## src/rtl/bht_pkg.sv

```systemverilog
// bht_pkg: shared BHT types (counter, FSM state, queued update entry), widths and the saturating-counter step
package bht_pkg;
    localparam int CNT_W = 2;
    localparam int IDX_MAX_W = 16;
    typedef logic [CNT_W-1:0] bht_cnt_t;
    typedef enum logic [1:0] {INIT, RUN, UPD_WR} bht_state_e;
    typedef struct packed {
        logic [IDX_MAX_W-1:0] idx;
        logic                 taken;
    } upd_entry_t;
    function automatic bht_cnt_t sat_next(input bht_cnt_t cnt, input logic taken);
        return taken ? ((&cnt) ? cnt : cnt + 1'b1) : ((|cnt) ? cnt - 1'b1 : cnt);
    endfunction
endpackage

```

## src/rtl/bht_upd_fifo.sv

```systemverilog
// bht_upd_fifo: sync FIFO of upd_entry_t; clk, reset (async), clr, push/din, pop/dout (head), full, empty
module bht_upd_fifo
    import bht_pkg::*;
#(
    parameter int DEPTH = 4
) (
    input  logic       clk,
    input  logic       reset,
    input  logic       clr,
    input  logic       push,
    input  upd_entry_t din,
    input  logic       pop,
    output upd_entry_t dout,
    output logic       full,
    output logic       empty
);
    localparam int AW = $clog2(DEPTH);
    upd_entry_t mem [DEPTH];
    logic [AW:0] wp, rp;
    logic do_push, do_pop;
    assign empty = wp == rp;
    assign full = (wp[AW] != rp[AW]) && (wp[AW-1:0] == rp[AW-1:0]);
    assign do_pop = pop && !empty;
    assign do_push = push && (!full || do_pop);
    assign dout = mem[rp[AW-1:0]];
    always_ff @(posedge clk or posedge reset)
        if (reset) begin
            wp <= '0;
            rp <= '0;
        end else if (clr) begin
            wp <= '0;
            rp <= '0;
        end else begin
            if (do_push) wp <= wp + 1'b1;
            if (do_pop) rp <= rp + 1'b1;
        end
    always_ff @(posedge clk)
        if (do_push && !clr) mem[wp[AW-1:0]] <= din;
endmodule

```

## src/rtl/bht_ctrl.sv

```systemverilog
// bht_ctrl: single-port BHT sequencer; clk/reset/flush, busy, lookup req/pc/gnt, predict valid/taken, update valid/pc/taken/ready, mem en/we/addr/wdata/rdata
module bht_ctrl
    import bht_pkg::*;
#(
    parameter int       DEPTH      = 128,
    parameter int       UPD_DEPTH  = 4,
    parameter int       STARVE_MAX = 8,
    parameter bht_cnt_t INIT_VAL   = 2'b01,
    localparam int      IDX_W      = $clog2(DEPTH)
) (
    input  logic             clk,
    input  logic             reset,
    input  logic             flush,
    output logic             busy,
    input  logic             lookup_req,
    input  logic [31:0]      lookup_pc,
    output logic             lookup_gnt,
    output logic             predict_valid,
    output logic             predict_taken,
    input  logic             upd_valid,
    input  logic [31:0]      upd_pc,
    input  logic             upd_taken,
    output logic             upd_ready,
    output logic             mem_en,
    output logic             mem_we,
    output logic [IDX_W-1:0] mem_addr,
    output logic [CNT_W-1:0] mem_wdata,
    input  logic [CNT_W-1:0] mem_rdata
);
    localparam int SW = $clog2(STARVE_MAX + 1);
    bht_state_e state, state_nx;
    logic [IDX_W-1:0] sweep;
    logic [SW-1:0] starve;
    upd_entry_t rmw, head, push_ent;
    logic full, empty, pick_upd, push;
    logic unused;
    assign push_ent = '{idx: IDX_MAX_W'(upd_pc[1 +: IDX_W]), taken: upd_taken};
    assign unused = ^{lookup_pc, upd_pc, rmw.idx, head.idx};
    bht_upd_fifo #(.DEPTH(UPD_DEPTH)) u_fifo (
        .clk   (clk),
        .reset (reset),
        .clr   (flush),
        .push  (push),
        .din   (push_ent),
        .pop   (pick_upd),
        .dout  (head),
        .full  (full),
        .empty (empty)
    );
    always_comb begin
        busy = state == INIT;
        upd_ready = !full && !busy;
        pick_upd = state == RUN && !empty && (!lookup_req || full || starve == SW'(STARVE_MAX));
        lookup_gnt = state == RUN && lookup_req && !pick_upd;
        push = upd_valid && upd_ready && !flush;
        mem_en = state != RUN || pick_upd || lookup_gnt;
        mem_we = state != RUN;
        mem_addr = busy ? sweep : state == UPD_WR ? rmw.idx[IDX_W-1:0] : pick_upd ? head.idx[IDX_W-1:0] : lookup_pc[1 +: IDX_W];
        mem_wdata = busy ? INIT_VAL : state == UPD_WR ? sat_next(mem_rdata, rmw.taken) : '0;
        predict_taken = predict_valid && mem_rdata[1];
        state_nx = busy ? (sweep == IDX_W'(DEPTH - 1) ? RUN : INIT) : pick_upd ? UPD_WR : RUN;
    end
    always_ff @(posedge clk or posedge reset)
        if (reset) begin
            state <= INIT;
            sweep <= '0;
            starve <= '0;
            predict_valid <= 1'b0;
            rmw <= '0;
        end else if (flush) begin
            state <= INIT;
            sweep <= '0;
            starve <= '0;
            predict_valid <= 1'b0;
        end else begin
            state <= state_nx;
            sweep <= busy ? sweep + 1'b1 : '0;
            predict_valid <= lookup_gnt;
            if (pick_upd) rmw <= head;
            if (pick_upd || empty) starve <= '0;
            else if (lookup_gnt && starve != SW'(STARVE_MAX)) starve <= starve + 1'b1;
        end
endmodule

```

## config.mk

```make
export PLATFORM = sky130hd
export DESIGN_NAME = bht_ctrl
export DESIGN_NICKNAME = d
export VERILOG_FILES = /design/src/rtl/bht_pkg.sv /design/src/rtl/bht_upd_fifo.sv /design/src/rtl/bht_ctrl.sv
export SDC_FILE = /design/constraint.sdc
export NUM_CORES = 1
export LEC_CHECK = 0
export ABC_AREA = 1
export BUFFER_PORTS_ARGS = -buffer_cell sky130_fd_sc_hd__buf_2
export CAP_MARGIN = 20
export CORE_MARGIN = 3
export CORE_UTILIZATION = 40
export DETAILED_ROUTE_END_ITERATION = 12
export SLEW_MARGIN = 10
export SYNTH_ARGS = -nofsm -noshare
export SYNTH_HDL_FRONTEND = slang
export SYNTH_HIERARCHICAL = 1
export SYNTH_SLANG_ARGS = --single-unit
```

## constraint.sdc

```tcl
create_clock -name clk -period 7.3 [get_ports clk]
set_input_delay 0.73 -clock clk [delete_from_list [all_inputs] [get_ports clk]]
set_output_delay 0.73 -clock clk [all_outputs]
set_load 0.005 [all_outputs]
```

==> results of run 1 <==
==> worst paths after layout <==
kind | slack [ps] | depth (start not counted) | to | from
setup reg to reg | 4230 | 10 | u_fifo/mem[0][2] | u_fifo/rp[0]
max in group asynchronous | 6210 | 2 | rmw[3] | reset
min in group clk | 480 | 2 | rmw[2] | rmw[2]
hold reg to reg | 480 | 2 | rmw[2] | rmw[2]
setup / recovery | 4150 | 10 | mem_addr[5] | u_fifo/rp[0]
hold / removal | 320 | 2 | u_fifo/wp[1] | reset
==> power by group <==
group	switching (mW)	internal [mW]	total (mW)
clock	0.129	0.190	0.319
sequential	0.00195	0.359	0.361
combinational	0.0137	0.00834	0.0220
total	0.144	0.557	0.701
==> cells in the final DEF (no fill, tap or decap), types with 7 or more instances in the layout <==
cell,instances
o21ai_0,20
nor2_1,40
ha_1,8
o22ai_1,8
nand3_1,28
nand2_1,59
edfxtp_1,32
clkbuf_8,9
nand4_1,9
buf_2,37
inv_1,46
dfrtp_1,28
o21ai_2,7
==> registers in the layout, summed over array words and instances (netlist names) <==
signal	cells
predict_valid	1
rmw	8
u_fifo/wp	3
u_fifo/mem	32
u_fifo/rp	3
state	2
sweep	7
starve	4
==> metal layers <==
metal  track usage  vias up
li1              -     1160
met1         0.186     1020
met2         0.241       49
met3        0.0569        9
met4        0.0554        0
met5             0        -
==> metrics by stage <==
stage                     total power, mW  cells  setup slack [ps]
after CTS                           0.712    472              4130
after global routing                0.732    472              3930
after global placement              0.389    456              4240
final                               0.701    472              4150
after floorplan                     0.378    335              5040
after detailed placement            0.390    456              4180
==> worst reg2reg max path, delay by kind of cell (launching register included) <==
kind                      cells  cell delay (ps)
buffers and inverters         3              370
and+or+nand+nor               6             1330
DFF                           1              820
xor gates and xnor gates      1              170
==> layout make-up <==
class / count / area, sq um / area share
Clock buffer: 9 / 124 / 0.0350
Clock inverter: 7 / 91.3 / 0.0258
Inverter: 50 / 195 / 0.0551
Multi-Input combinational cell: 210 / 1160 / 0.328
Sequential cell: 60 / 1660 / 0.469
Tap cell: 99 / 124 / 0.0350
Timing Repair Buffer: 37 / 185 / 0.0523
==> impl_results.md, run 1 <==
- Req. time, crit path: 6570 ps
- Met2 wire length: between 2 and 3 mm
- Largest net degree at the start of global routing: 23
- Post-route setup TNS: 0 ps
- Initial drt markers: 80
- CTS root buffer: clkbuf_8
- Cell repeated most along the worst path: nand3_1
- Syn avg cell area: 9.31 sq um
- Routability Congestion: 0.800
- Max-cap violation count: 0
- Post-DP Area: approximately 3300 sq um
- P&R area growth vs syn: 13.6%
- Hold Fails Final Rpt: 0
- Port bufs: 37
- Mapped Cells: 335
- Tcrit/Tclk final: 0.432
- Max layer used: met4
- Initial antenna violation count: 0
- Die area: 8890 sq um
- CP max-delay cell: dfrtp_1
- Routed via count: 2238
- Worst VDD drop: 0.138 mV
- Global-route wire length before repair: about 10 mm
- Via-to-Cell Ratio: 4.74
- # fillers: roughly 740
- Total grt overflow: 0
- CORE AREA: ~7400 sq um
- Cell family with most CP delay: flip-flops
- H-tree Lvls: 3
- Die Width: 94.3 microns
- Die Y: about 94 microns
- CTS Buffer Depth: 2
- # DRC: 0
- Crit path launch type: flip-flop
- Detailed Routing Iterations Pass 1: 4
- PostCTS Resize Cnt: 0
- Max-slew headroom: 0.438
- Final Routed Wirelength: roughly 6.1 mm
- Worst hold slack: approximately 320 ps
- Reg clk slew, reported paths: 70 ps
- Crit path kind: flip-flop to output pin
- CTS tree: yes
- Syn nets: approximately 420
- Worst hold-check path type: input port to asynchronous set/reset pin
- Vias in the first global route: 2143
- Yosys warning count: 6
- Synth Cell Area: 3120 sq um
- Setup Skew: roughly 6.3 ps
- PwrDens: 198 nW/um^2
- CP peak stage delay: around 800 ps
- Arr. time, crit path: 2420 ps
- Met3 WL: 312 microns
- ANT cells: 0
- Crit. End Element: output pin
- Fraction of layout cells with a size suffix above 1: 0.214
- Post-CTS Setup Repair Bufs: 0
- WL/cell: 12.8 microns
- CP Cell Sequence: xnor2_4, nand3_2, inv_1, nor2_8, nand2_4, inv_4, nand2_1, nand3_1, nand3_1, buf_2
- # IOs: between 80 and 90
- Starting Density: 0.421
- Status: complete, no violations
- RSZ-0062 raised after global routing: false
- Worst Path Max Fanout: 20
- Worst slew pin tran: 842 ps
- Worst Path Buf+Inv: 3
- Leak pwr: 1.68 nW
- Slew Viols, Final: 0
- Inserted Clock Buffers: 9
- Post-DP HPWL: approximately 4.3 mm
- Cts hold-fix bufs: 0
- Final setup violation count: 0
- Final core area utilization: 0.478
- Met1 Routed Length: ~2.8 mm
- Worst skew pair latency: 330 ps
- Cell row count: 31
- Clk sinks: 60
- Design area: 3540 sq um
- DRT antenna net count: 0
- Peak Freq: 317 MHz
- Gr usage total: 0.151
- Nets: 448
- Min Clock Period, post-route: 3150 ps
No activity file was read; power rests on OpenSTA's default activity.
==> run 2, diff against run 1 <==
==> constraint.sdc (replaced) <==
create_clock -name clk -period 3 [get_ports clk]
set_input_delay 0.3 -clock clk [delete_from_list [all_inputs] [get_ports clk]]
set_output_delay 0.3 -clock clk [all_outputs]
set_load 0.005 [all_outputs]
==> run 2 against run 1 <==
Against the previous run:
- sequential share of layout area fell by 0.38 points
- hold slack got worse by 130 ps
- flip-flop and latch count did not move
- first-iteration DRC count fell by 11%
- die area did not move
- sequential power rose by 140%
- count of clock-buffer cells in the layout rose by 1
- register-to-register slack got worse by 3700 ps
- final cell count rose by 1.5%
- clock power rose by 110%
- routed wire length rose by 1.0%
- cell area rose by 0.81%
==> impl_results.md, run 2 (synthesis gave the netlist of run 1 again) <==
- Post-route setup TNS: 0 ps (unchanged)
- Status: complete, no violations
- CP max-delay cell: dfrtp_1
- Slew Viols, Final: 0 (unchanged)
- Die area: 8890 sq um (unchanged)
- Worst slew pin tran: 863 ps (+20.7 ps)
- Initial antenna violation count: 0 (unchanged)
- Worst Path Max Fanout: 13 (-35%)
- Post-CTS Setup Repair Bufs: 0 (unchanged)
- CTS tree: yes
- Post-DP HPWL: 4.45 mm (+3.3%)
- ANT cells: 0 (unchanged)
- Nets: 456 (+1.8%)
- Min Clock Period, post-route: 2510 ps
- Max-cap violation count: 0 (unchanged)
- Design area: 3570 sq um (+0.81%)
- Final Routed Wirelength: 6.12 mm (+1.0%)
- P&R area growth vs syn: 14.5%
- Arr. time, crit path: 2210 ps (-210 ps)
- Starting Density: 0.421 (unchanged)
- M1 GR Usage: 0.190 (+0.00396)
- Most Crowded Layer GR: met2
- Cell row count: 31 (unchanged)
- Max-slew headroom: 0.424 (-0.0138)
- Post-DP Area: 3380 sq um (+1.6%)
- Final WS setup: 493 ps (-3650 ps)
- Gr usage total: 0.148 (-0.00244)
- Fraction of layout cells with a size suffix above 1: 0.229 (+0.0145)
- Cts hold-fix bufs: 1 (+1)
- Tcrit/Tclk final: 0.836
- Register area: 1660 sq um (unchanged)
- H-tree Lvls: 3 (unchanged)
- Power after layout: 1.60 mW (+130%)
- Reg clk slew, reported paths: 60 ps (about the same)
- Total grt overflow: 0 (unchanged)
- Setup Skew: 6.42 ps (+0.105 ps)
- CORE AREA: 7410 sq um (unchanged)
- PwrDens: 449 nW/um^2 (+130%)
- Met3 usage: 0.0489 (-0.00801)
- CP peak stage delay: 550 ps (-270 ps)
- Leading cell type in the layout, fill and taps excluded: nand2_1
- Clk sinks: 60 (unchanged)
- CTS Buffer Depth: 2 (unchanged)
- Initial drt markers: 71 (-11%)
- # IOs: 88 (unchanged)
- Vias in the first global route: 2156 (+0.61%)
- CP Cell Sequence: inv_6, nand2_1, nand2_2, nand3_2, inv_1, nor2_8, nand2_4, inv_4, nand2_1, nand3_1, nand3_1, buf_2
- Inserted Clock Buffers: 9 (unchanged)
- Footprint of the multi-input gates: 1160 sq um (unchanged)
- Placed insts: 463 (+1.5%)
- Leak pwr: 1.72 nW (+2.2%)
- Final setup violation count: 0 (unchanged)
- Pre-CTS setup slack: 532 ps (-3650 ps)
- Detailed Routing Iterations Pass 1: 4 (unchanged)
- Final core area utilization: 0.482 (+0.00388)
- CTS root buffer: clkbuf_8
- Global-route wire length before repair: 10.1 mm (-0.75%)
- Routability Congestion: 0.830 (+3.8%)
- Worst hold-check path type: input port to flip-flop
- Port bufs: 37 (unchanged)
- Hold Fails Final Rpt: 0 (unchanged)
- # fillers: 730 (-0.82%)
- Req. time, crit path: 2700 ps (-3870 ps)
- Crit. End Element: output pin
- Largest register FFs: 32 (unchanged)
- DRT antenna net count: 0 (unchanged)
- PostCTS Resize Cnt: 0 (unchanged)
- Peak Freq: around 400 MHz
- Largest net degree at the start of global routing: 23 (unchanged)
- Routed via count: 2270 (+1.4%)
- M2 GR Usage: 0.238 (-0.00296)
- Via-to-Cell Ratio: 4.74 (about the same)
- Worst skew pair latency: 330 ps (about the same)
- Final Non-Filler Cells: 479 (+1.5%)
- WL/cell: 12.8 microns (-0.47%)
- Worst hold slack: 183 ps (-134 ps)
- Crit path kind: flip-flop to output pin
- RSZ-0062 raised after global routing: false
- Die Width: 94.3 microns (unchanged)
- Worst VDD drop: 0.277 mV (+100%)
- Die Y: 94.3 microns (unchanged)
- Crit path launch type: flip-flop
- # DRC: 0 (unchanged)
- Commonest non-fill, non-tap cells in the layout: nand2_1, inv_1, nor2_1
[run 2: cell types whose count changed in the layout (fill, tap and decap cells not counted)]
cell / change
clkinv_1: -2
dlygate4sd3_1: +1
clkinvlp_4: -2
clkinv_2: +3
bufinv_16: -1
clkbuf_1: +1
buf_4: +7
[run 2: area by class of cell]
cell class | instances | area share
clock buffer | 10 | 0.0357
clock inverter | 5 | 0.0151
inverter | 50 | 0.0547
multi-input combinational | 210 | 0.325
sequential | 60 | 0.465
tap | 99 | 0.0347
timing repair buffer | 45 | 0.0694
[run 2: path summary, 6_finish.rpt]
check / startpoint / to / slack (ps) / cells after the start
max: u_fifo/rp[1] / mem_addr[4] / 490 / 12
min: upd_pc[3] / u_fifo/mem[0][3] / 180 / 1
max reg2reg: u_fifo/rp[1] / u_fifo/mem[0][7] / 550 / 13
min reg2reg: rmw[2] / rmw[2] / 490 / 2
max in group asynchronous: reset / state[1] / 1770 / 3
min in group asynchronous: reset / u_fifo/wp[0] / 440 / 3
[run 2: power by group]
group / total [mW] / internal [mW] / switching (mW)
Sequential: 0.878 / 0.873 / 0.00481
Clock: 0.672 / 0.376 / 0.297
Combinational: 0.0547 / 0.0212 / 0.0335
Total: 1.60 / 1.27 / 0.335
[run 2: worst max-delay path: cells and delay by family, from the launching register on]
kind                   cells  cell delay, ps
buffers and inverters      4             490
AND/OR/NAND/NOR            8             810
flip-flops                 1             550
[run 2: metal layers]
metal  part of all wire  vias up  routed length, microns
met3              0.049        8                     302
li1                   -     1177                       -
met1               0.47     1036                    2880
met4              0.011        0                      70
met5                  0        -                       0
met2               0.47       49                    2870
==> run 3, diff against run 2 <==
==> constraint.sdc (replaced) <==
create_clock -name clk -period 2.1 [get_ports clk]
set_input_delay 0.21 -clock clk [delete_from_list [all_inputs] [get_ports clk]]
set_output_delay 0.21 -clock clk [all_outputs]
set_load 0.005 [all_outputs]
==> run 3 against run 2 <==
Against the previous run:
- the flow now finishes with violations (negative setup slack)
- global-route usage grew 1.5 points
- combinational power is 58% higher
- via count is 8.1% higher
- routed wire length increased by 9.4%
- clock skew is 3.5 ps higher
- largest cell class unchanged
- hold slack lost 100 ps
- flip-flop and latch count unchanged
- worst setup slack worse by 500 ps
==> impl_results.md, run 3 (synthesis gave the netlist of run 1 again) <==
- Status: finished with violations
- Failing checks: negative setup slack
- Worst Path Max Fanout: 19 (+6)
- RSZ-0062 raised after global routing: true
- Met3 usage: 0.0553 (+0.00641)
- Worst Path Buf+Inv: 4 (unchanged)
- Worst hold-check path type: input port to flip-flop
- Global-route wire length before repair: 11.2 mm (+11%)
- CTS Buffer Depth: 2 (unchanged)
- H-tree Lvls: 3 (unchanged)
- Seq pwr share: 0.519 (-0.028)
- Post-DP HPWL: 4.59 mm (+3.0%)
- Most Crowded Layer GR: met2
- ANT cells: 0 (unchanged)
- Initial antenna violation count: 0 (unchanged)
- Routability Congestion: 0.821 (-1.1%)
- WL/cell: 13.1 microns (+2.7%)
- DRT antenna net count: 0 (unchanged)
- Reg clk slew, reported paths: 80 ps (+20 ps)
- Min Clock Period, post-route: 2100 ps
- M2 GR Usage: 0.268 (+0.0307)
- Power after layout: 2.41 mW (+50%)
- Setup Skew: 9.88 ps (+3.46 ps)
- Crit path kind: flip-flop to output pin
- Nets: 486 (+6.6%)
- Inserted Clock Buffers: 9 (unchanged)
- Initial drt markers: 130 (+83%)
- Gr usage total: 0.164 (+0.0154)
- Crit path launch type: flip-flop
- Largest register FFs: 32 (unchanged)
- Peak Freq: 475 MHz
- Worst skew pair latency: 340 ps (about the same)
- CTS root buffer: clkbuf_8
- Arr. time, crit path: 1890 ps (-320 ps)
- Max-cap violation count: 0 (unchanged)
- Final Routed Wirelength: 6.69 mm (+9.4%)
- Worst slew pin tran: 418 ps (-444 ps)
- Crit. End Element: output pin
- Vias in the first global route: 2323 (+7.7%)
- # IOs: 88 (unchanged)
- Largest net degree at the start of global routing: 23 (unchanged)
- Final setup violation count: 1 (+1)
- Fraction of layout cells with a size suffix above 1: 0.370 (+0.141)
- Die Y: 94.3 microns (unchanged)
- Detailed Routing Iterations Pass 1: 4 (unchanged)
- Placed insts: 479 (+3.5%)
- Leak pwr: 1.96 nW (+14%)
- Switching share of total power: 0.234 (+0.0256)
- Die Width: 94.3 microns (unchanged)
- Clk sinks: 60 (unchanged)
- Commonest non-fill, non-tap cells in the layout: nand2_1, inv_1, buf_2
- Hold Fails Final Rpt: 0 (unchanged)
- Internal power: 1.85 mW (+46%)
- Worst VDD drop: 0.753 mV (+170%)
- Logic pwr share: 0.036 (+0.002)
- CP peak stage delay: 450 ps (-100 ps)
- Starting Density: 0.421 (unchanged)
- PwrDens: 595 nW/um^2 (+32%)
- Cell family with most CP delay: buffers and inverters
- Clock network fraction of total power: 0.445 (+0.026)
- Post-route setup TNS: -4.14 ps (-4.14 ps)
- CORE AREA: 7410 sq um (unchanged)
- CP Cell Sequence: buf_6, inv_6, nor2_1, o22ai_1, inv_1, nand3_1, nand3_2, a21oi_2, buf_2
- Routed via count: 2454 (+8.1%)
- Slew Viols, Final: 0 (unchanged)
- Max-slew headroom: 0.721 (+0.297)
- Net Switching: 0.566 mW (+69%)
- Port bufs: 37 (unchanged)
- Cell row count: 31 (unchanged)
- Final core area utilization: 0.548 (+0.0659)
- Total grt overflow: 0 (unchanged)
- Tcrit/Tclk final: 1.00
- Via-to-Cell Ratio: 4.81 (+1.5%)
- # DRC: 0 (unchanged)
- Leading cell type in the layout, fill and taps excluded: nand2_1
- Final Non-Filler Cells: 510 (+6.5%)
- CP max-delay cell: dfrtp_2
- Worst hold slack: 78.4 ps (-105 ps)
- Req. time, crit path: 1890 ps (-810 ps)
- M1 GR Usage: 0.204 (+0.0138)
- Die area: 8890 sq um (unchanged)
- CTS tree: yes
- Final WS setup: -4.14 ps (-497 ps)
- P&R area growth vs syn: 30.1%
[run 3: changes by cell type in the layout (fill, tap and decap cells not counted), moves of 5 or more]
cell | before | now
nand3_2 | 4 | 14
nor2_4 | 0 | 5
nand2_1 | 59 | 50
buf_4 | 7 | 30
nand3_1 | 28 | 17
nor2_1 | 40 | 34
[run 3: final cells by class]
type,instances,area (sq um)
timing repair buffer,75,529
multi-input combinational,210,1330
fill,692,3350
tap,99,124
clock buffer,9,124
clock inverter,7,82.6
inverter,50,200
sequential,60,1670
[run 3: worst paths after layout]
path | startpoint | endpoint | slack, ps | cells after the start
worst min-delay path | upd_pc[5] | u_fifo/mem[0][5] | 80 | 1
max in group asynchronous | reset | sweep[6] | 1400 | 4
worst min register to register | rmw[3] | rmw[3] | 490 | 2
worst max register to register | u_fifo/rp[0] | u_fifo/mem[3][2] | 140 | 12
min in group asynchronous | reset | u_fifo/wp[2] | 350 | 3
worst max-delay path | u_fifo/rp[0] | mem_addr[3] | -4 | 9
[run 3: worst register-to-register path, stage by stage (launching register included)]
cell     delay [ps]
dfrtp_2         450
xnor2_4         210
nand2_2          90
nor2_4          100
nor2_2           40
nand2_2          90
nand2_4          70
inv_4            60
inv_1            60
nand4_4          80
nand3_4         140
nor2_4          170
buf_6           130
[run 3: per-stage QoR]
stage,instance area [sq um],worst slack (ps)
after floorplan,3130,-51.4
after global placement,3530,6.11
after detailed placement,3530,-31.5
after CTS,3930,-36.3
after global routing,4060,-136
final,4060,-4.14
[run 3: power by group through the flow]
stage          clock (mW)  sequential, mW  combinational (mW)
4_1_cts              1.10            1.25              0.0844
6_report             1.07            1.25              0.0865
3_3_place_gp            0            1.28              0.0785
3_5_place_dp            0            1.28              0.0794
5_1_grt              1.16            1.25              0.0991
2_1_floorplan           0            1.28              0.0380
[run 3: what timing repair did]
| item | CTS | global route |
|---|---|---|
| endpoints found under the setup margin | 41 | 41 |
| setup buffers | 11 | 3 |
| gates resized for setup | 29 | 22 |
| hold buffers | 1 | 0 |
| pin swaps | 6 | 8 |
| hold endpoints to repair | 28 | 0 |
[run 3: metal layers]
metal / vias to the layer above / part of all wire
met5: - / 0
met4: 0 / 0.012
met3: 8 / 0.052
met2: 57 / 0.49
met1: 1147 / 0.45
li1: 1242 / -
